===== config.mk =====
export PLATFORM = sky130hd
export DESIGN_NAME = cdb_arbiter_flat
export DESIGN_NICKNAME = d
export VERILOG_FILES = /design/src/rtl/cdb_pkg.sv /design/src/rtl/cdb_arbiter_if.sv /design/src/rtl/cdb_arbiter_rr.sv /design/src/rtl/cdb_arbiter.sv /design/src/flat_wrapper.sv
export SDC_FILE = /design/constraint.sdc
export NUM_CORES = 1
export LEC_CHECK = 0
export ABC_AREA = 1
export BUFFER_PORTS_ARGS = -buffer_cell sky130_fd_sc_hd__buf_2
export CAP_MARGIN = 15
export CORE_ASPECT_RATIO = 0.6
export CORE_MARGIN = 2
export CORE_UTILIZATION = 40
export DETAILED_ROUTE_END_ITERATION = 6
export GPL_ROUTABILITY_DRIVEN = 1
export MAX_ROUTING_LAYER = met4
export PLACE_DENSITY_LB_ADDON = 0.15
export SLEW_MARGIN = 40
export SYNTH_ARGS = -nofsm -noshare
export SYNTH_HDL_FRONTEND = slang
export SYNTH_SLANG_ARGS = --single-unit

===== constraint.sdc =====
create_clock -name clk -period 5.8 [get_ports clk]
set_clock_uncertainty 0.2 [all_clocks]
set_input_delay 0.29 -clock clk [delete_from_list [all_inputs] [get_ports clk]]
set_output_delay 0.29 -clock clk [all_outputs]
set_load 0.02 [all_outputs]

===== src/rtl/cdb_pkg.sv =====
// Shared definitions for the common data bus arbiter: default widths, bus payload, requester indices.
package cdb_pkg;

    localparam int unsigned CDB_TAG_W  = 5;
    localparam int unsigned CDB_DATA_W = 32;

    localparam int unsigned REQ_ALU = 0;
    localparam int unsigned REQ_MUL = 1;
    localparam int unsigned REQ_LSU = 2;
    localparam int unsigned REQ_BR  = 3;

    typedef struct packed {
        logic                  valid;
        logic [CDB_TAG_W-1:0]  tag;
        logic [CDB_DATA_W-1:0] data;
    } cdb_bus_t;

endpackage


===== src/rtl/cdb_arbiter_if.sv =====
// Functional-unit request bundle and registered CDB broadcast between requesters and the arbiter.
interface cdb_arbiter_if #(
    parameter int unsigned N_REQ  = 4,
    parameter int unsigned TAG_W  = 5,
    parameter int unsigned DATA_W = 32
);
    localparam int unsigned IDX_W = $clog2(N_REQ);

    logic [N_REQ-1:0]             req_valid;
    logic [N_REQ-1:0][TAG_W-1:0]  req_tag;
    logic [N_REQ-1:0][DATA_W-1:0] req_data;
    logic [N_REQ-1:0]             req_ready;
    logic                         cdb_valid;
    logic [TAG_W-1:0]             cdb_tag;
    logic [DATA_W-1:0]            cdb_data;
    logic [IDX_W-1:0]             cdb_src;

    // Requester side: functional units and CDB consumers.
    modport master (
        output req_valid, req_tag, req_data,
        input  req_ready, cdb_valid, cdb_tag, cdb_data, cdb_src
    );

    // Arbiter side.
    modport slave (
        input  req_valid, req_tag, req_data,
        output req_ready, cdb_valid, cdb_tag, cdb_data, cdb_src
    );
endinterface


===== src/rtl/cdb_arbiter_rr.sv =====
// Combinational round-robin picker: first set request at or above ptr, wrapping at N-1.
module rr_arbiter #(
    parameter int unsigned N = 4
) (
    input  logic [N-1:0]         req,
    input  logic [$clog2(N)-1:0] ptr,
    output logic [N-1:0]         gnt,
    output logic [$clog2(N)-1:0] gnt_idx
);
    localparam int unsigned IDX_W = $clog2(N);

    logic             found;
    logic [IDX_W:0]   sum;
    logic [IDX_W-1:0] cand;

    // Extra sum bit keeps ptr+k exact so the wrap works for non-power-of-2 N.
    always_comb begin
        gnt     = '0;
        gnt_idx = '0;
        found   = 1'b0;
        sum     = '0;
        cand    = '0;
        for (int unsigned k = 0; k < N; k++) begin
            sum = {1'b0, ptr} + (IDX_W+1)'(k);
            if (sum >= (IDX_W+1)'(N)) begin
                sum = sum - (IDX_W+1)'(N);
            end
            cand = sum[IDX_W-1:0];
            if (!found && req[cand]) begin
                found      = 1'b1;
                gnt[cand]  = 1'b1;
                gnt_idx    = cand;
            end
        end
    end
endmodule


===== src/rtl/cdb_arbiter.sv =====
// CDB arbiter: round-robin grant of one FU result per cycle into a registered broadcast stage.
// Optional contention counter stat_conflict when CDB_STATS_EN is defined.
module cdb_arbiter
    import cdb_pkg::*;
#(
    parameter int unsigned N_REQ  = 4,
    parameter int unsigned TAG_W  = CDB_TAG_W,
    parameter int unsigned DATA_W = CDB_DATA_W
) (
    input  logic        clk,
    input  logic        rst,
    input  logic        flush,
    cdb_arbiter_if.slave bus
`ifdef CDB_STATS_EN
    ,
    output logic [31:0] stat_conflict
`endif
);
    localparam int unsigned IDX_W = $clog2(N_REQ);

    logic [N_REQ-1:0] gnt;
    logic [IDX_W-1:0] gnt_idx;
    logic [IDX_W-1:0] ptr;
    logic             any_gnt;

    rr_arbiter #(.N(N_REQ)) u_rr (
        .req     (bus.req_valid),
        .ptr     (ptr),
        .gnt     (gnt),
        .gnt_idx (gnt_idx)
    );

    assign bus.req_ready = (rst || flush) ? '0 : gnt;
    assign any_gnt       = |bus.req_ready;

    // Priority pointer and broadcast register; a flush leaves an already visible broadcast alone.
    always_ff @(posedge clk) begin
        if (rst) begin
            bus.cdb_valid <= 1'b0;
            bus.cdb_tag   <= '0;
            bus.cdb_data  <= '0;
            bus.cdb_src   <= '0;
            ptr           <= '0;
        end else if (flush) begin
            bus.cdb_valid <= 1'b0;
            ptr           <= '0;
        end else begin
            bus.cdb_valid <= any_gnt;
            if (any_gnt) begin
                bus.cdb_tag  <= bus.req_tag[gnt_idx];
                bus.cdb_data <= bus.req_data[gnt_idx];
                bus.cdb_src  <= gnt_idx;
                ptr          <= (gnt_idx == IDX_W'(N_REQ - 1)) ? '0 : gnt_idx + IDX_W'(1);
            end
        end
    end

`ifdef CDB_STATS_EN
    // Saturating count of cycles with two or more competing requesters.
    always_ff @(posedge clk) begin
        if (rst) begin
            stat_conflict <= '0;
        end else if (!flush && ($countones(bus.req_valid) >= 2) && (stat_conflict != '1)) begin
            stat_conflict <= stat_conflict + 32'd1;
        end
    end
`endif

endmodule


===== src/flat_wrapper.sv =====
// flat-port wrapper written by rule: the top's interface ports become plain ports
module cdb_arbiter_flat import cdb_pkg::*;
#(
    parameter int unsigned N_REQ  = 4,
    parameter int unsigned TAG_W  = CDB_TAG_W,
    parameter int unsigned DATA_W = CDB_DATA_W
)
  (clk, rst, flush, bus_req_valid, bus_req_tag, bus_req_data, bus_req_ready, bus_cdb_valid, bus_cdb_tag, bus_cdb_data, bus_cdb_src);
  cdb_arbiter_if #(.N_REQ(N_REQ), .TAG_W(TAG_W), .DATA_W(DATA_W)) bus_i ();
  input  logic clk;
  input  logic rst;
  input  logic flush;
  input wire logic [$bits(bus_i.req_valid)-1:0] bus_req_valid;
  input wire logic [$bits(bus_i.req_tag)-1:0] bus_req_tag;
  input wire logic [$bits(bus_i.req_data)-1:0] bus_req_data;
  output wire logic [$bits(bus_i.req_ready)-1:0] bus_req_ready;
  output wire logic [$bits(bus_i.cdb_valid)-1:0] bus_cdb_valid;
  output wire logic [$bits(bus_i.cdb_tag)-1:0] bus_cdb_tag;
  output wire logic [$bits(bus_i.cdb_data)-1:0] bus_cdb_data;
  output wire logic [$bits(bus_i.cdb_src)-1:0] bus_cdb_src;
  assign bus_i.req_valid = bus_req_valid;
  assign bus_i.req_tag = bus_req_tag;
  assign bus_i.req_data = bus_req_data;
  assign bus_req_ready = bus_i.req_ready;
  assign bus_cdb_valid = bus_i.cdb_valid;
  assign bus_cdb_tag = bus_i.cdb_tag;
  assign bus_cdb_data = bus_i.cdb_data;
  assign bus_cdb_src = bus_i.cdb_src;
  cdb_arbiter #(.N_REQ(N_REQ), .TAG_W(TAG_W), .DATA_W(DATA_W)) u_core (.clk(clk), .rst(rst), .flush(flush), .bus(bus_i));
endmodule

==> results by group <==
Status
  – Status: finished, final reports clean

Floorplanning
  – Initial Util: 0.409
  – Core area: about 9800 µm²
  – Die footprint: between 10000 and 15000 µm²
  – # IOs: between 150 and 200
  – # rows: 28
  – Die Y: ~82 µm
  – Die width: around 130 µm

Power and ir drop
  – Combinational share of power: 0.587
  – Peak VDD IR: about 210 µV
  – Clk network pwr share: 0.172
  – Int Power: between 0.8 and 0.9 mW
  – Sw frac: 0.472
  – Switching Power: 0.772 mW
  – Total leakage power: roughly 3.2 nW
  – Sequential share of power: 0.240
  – Power consumption: 1.63 mW
  – Power per cell area: between 300 and 400 nW/µm²

Placed design
  – HPWL after DPL: between 8000 and 9000 µm
  – I/O Buffers: around 200
  – Gpl congestion: 0.817
  – Place WS: 2280 ps
  – DP Cell Count: 1015
  – Placement Cell Area: 4990 µm²

Clock network
  – TritonCTS clock tree: yes
  – CTS root buf: clkbuf_16
  – CTS clk-pin slew, worst paths: ~60 ps
  – H-tree lvl count: 2
  – CTS max path bufs: 2
  – Setup Fix Bufs, Post-CTS: 0
  – Hold buffer count at CTS: 0
  – CTS buffer count: 5
  – Clk Latency, worst-skew pair: approximately 280 ps
  – # clock sinks: 42
  – Post-CTS resize count: 0

Layout
  – Area delta synth->final: 28.3%
  – Layout Cells excl Fill: a little over 1000
  – Final Cell Area: 5140 µm²
  – Nets: 1050
  – Diode count: 0
  – Share of cells above drive strength 1: 0.257
  – Most common cell after layout, fill and taps aside: nand2_1
  – Most frequent cells in the layout: nand2_1 (223), buf_2 (198), inv_1 (124), nand3_1 (88), nor2_1 (85)

STA
  – Crit path time final: around 3600 ps
  – Period Utilization, post-route: 0.614
  – Hold Vio Cnt, Final: 0
  – Max-slew violation count: 0
  – Fmax: about 280 MHz
  – RSZ-0062 raised after global routing: no
  – Setup tns final: 0 ps
  – Min setup slack post-route: 2240 ps
  – Slew HR: 0.487
  – Tightest Pin Transition: 770 ps
  – Final Setup Violations: 0

Yosys
  – Synth Cell Area: between 4000 and 5000 µm²
  – Synth Instances: 720
  – Seq/Total Area, Yosys: 0.210
  – Top cell type's share of synthesized area: 0.211
  – Synth area leader: nand2_1
  – Synth unique cells: 22
  – Syn_nets: approximately 880
  – Yosys reg bits: between 40 and 50
  – Synth warn: 0
  – Syn_area_per_cell: 5.57 µm²
  – Dominant cells by area after synthesis: nand2_1 (21%), dfxtp_1 (21%), nand3b_1 (14%), inv_1 (12%), nand3_1 (11%)

Min path
  – Min-Delay Endpoint: u_core.bus.cdb_tag[0]
  – Cells on Worst Hold Path: 4
  – Class of the worst hold path: in2reg
  – Hold path start: rst

Global routing
  – Vias in the first global route: around 4000
  – Total Routing Usage GR: 0.217
  – Largest net degree at the start of global routing: 75
  – Global route overflow: 0
  – Met3 Resource Use GR: 0.0426
  – Grt peak-use layer: met2
  – Global-route wire length before repair: 18900 µm
  – M2 GR Usage: 0.351
  – Global routing usage on met1: 0.293
  – Initial antenna violation count: 0

Routing
  – DR DRC count: 0
  – Initial DRC Count: around 200
  – Drt total wl: around 12000 µm
  – DR pass1 iterations: 5
  – Routed len/inst: about 12 µm
  – Via density: between 4 and 5
  – Detail Route Antenna Nets: 0
  – Vias: 4731

Setup path
  – R2r worst-path depth: 16
  – Setup Crit Path Kind: reg2reg
  – Worst r2r src: u_core.ptr[1]
  – CP Capture Type: flop
  – WP data required: between 5000 and 6000 ps
  – R2R setup slack: ~2200 ps
  – Setup crit start kind: flop
  – R2r endpoint: u_core.bus.cdb_data[22]
  – CP max FO: 52
  – CP arrival: about 3500 ps

Job
  – MaxCap Viol Count: 0
cell type report:
cell class | count | area [µm²]
fillers | 1032 | 4670
multi-input cells | 505 | 2430
clock buffers | 6 | 139
inverters | 128 | 480
well taps | 135 | 169
clock inverters | 2 | 12.5
flip-flops and latches | 42 | 841
repair buffers | 205 | 1060
flip-flops by register name, summed over array words and instances (netlist names):
signal,cells
u_core.ptr,2
u_core.bus.cdb_valid,1
u_core.bus.cdb_src,2
u_core.bus.cdb_tag,5
u_core.bus.cdb_data,32
logic make-up (layout without fill, tap and decap cells):
family | after synthesis | count (layout) | share of synthesized area
AO/OA/AOI/OAI | 10 | 10 | 0.0150
adder cells (fa/ha/maj) | 8 | 8 | 0.0250
XOR/XNOR | 1 | 1 | 0.00219
buffers and inverters | 173 | 341 | 0.184
flip-flops | 42 | 42 | 0.210
AND/OR/NAND/NOR | 486 | 486 | 0.564
worst max-delay path, cell delays in order (launching register included):
cell and delay, ps:
dfxtp_1 470, inv_1 230, ha_1 400, inv_1 80, nand2_1 70, nand2_1 70, nor2_4 220, nand3_1 160
clkinv_1 100, nand2_2 60, nand2_2 380, buf_4 520, nand2_1 110, nand3_1 110, nand2_1 80, nor2_1 90
nor2_1 50
worst max-delay path by stage:
| stage | start | to | slack [ps] |
|---|---|---|---|
| floorplan | u_core.ptr[1] | u_core.bus.cdb_data[25] | 3300 |
| global placement | u_core.ptr[1] | u_core.ptr[1] | 2340 |
| detailed placement | u_core.ptr[1] | u_core.bus.cdb_data[22] | 2280 |
| CTS | u_core.ptr[1] | u_core.bus.cdb_data[21] | 2270 |
| global route | u_core.ptr[1] | u_core.bus.cdb_data[1] | 1880 |
| finish | u_core.ptr[1] | u_core.bus.cdb_data[22] | 2240 |
metrics by stage:
step | util | hold WS [ps]
3_5_place_dp | 0.509 | 284
2_1_floorplan | - | 293
5_1_grt | 0.524 | 145
3_3_place_gp | 0.506 | 276
6_report | 0.524 | 126
4_1_cts | 0.524 | 125
power by group through the flow:
| stage | sequential (mW) | combinational, mW | clock (mW) |
|---|---|---|---|
| global route | 0.402 | 1.09 | 0.302 |
| CTS | 0.393 | 0.965 | 0.290 |
| floorplan | 0.475 | 0.655 | 0 |
| global placement | 0.399 | 0.934 | 0 |
| detailed placement | 0.399 | 0.960 | 0 |
| finish | 0.393 | 0.960 | 0.282 |
cell usage after synthesis (all sizes together):
| master | count |
|---|---|
| buf | 37 |
| nand4 | 4 |
| ha | 8 |
| a21boi | 4 |
| nor2 | 88 |
| xnor2 | 1 |
| inv | 127 |
| clkbuf | 8 |
| clkinv | 1 |
| a21oi | 4 |
| dfxtp | 42 |
| nand2 | 231 |
| nand3 | 89 |
| o21ai | 2 |
| nand3b | 74 |
routing by layer:
metal  share of wire  up-vias
met1            0.49     2070
met3           0.074        2
li1                -     2506
met4          0.0024        0
met2            0.43      153
met5               0        -
Power figures use the tool's default switching activity.
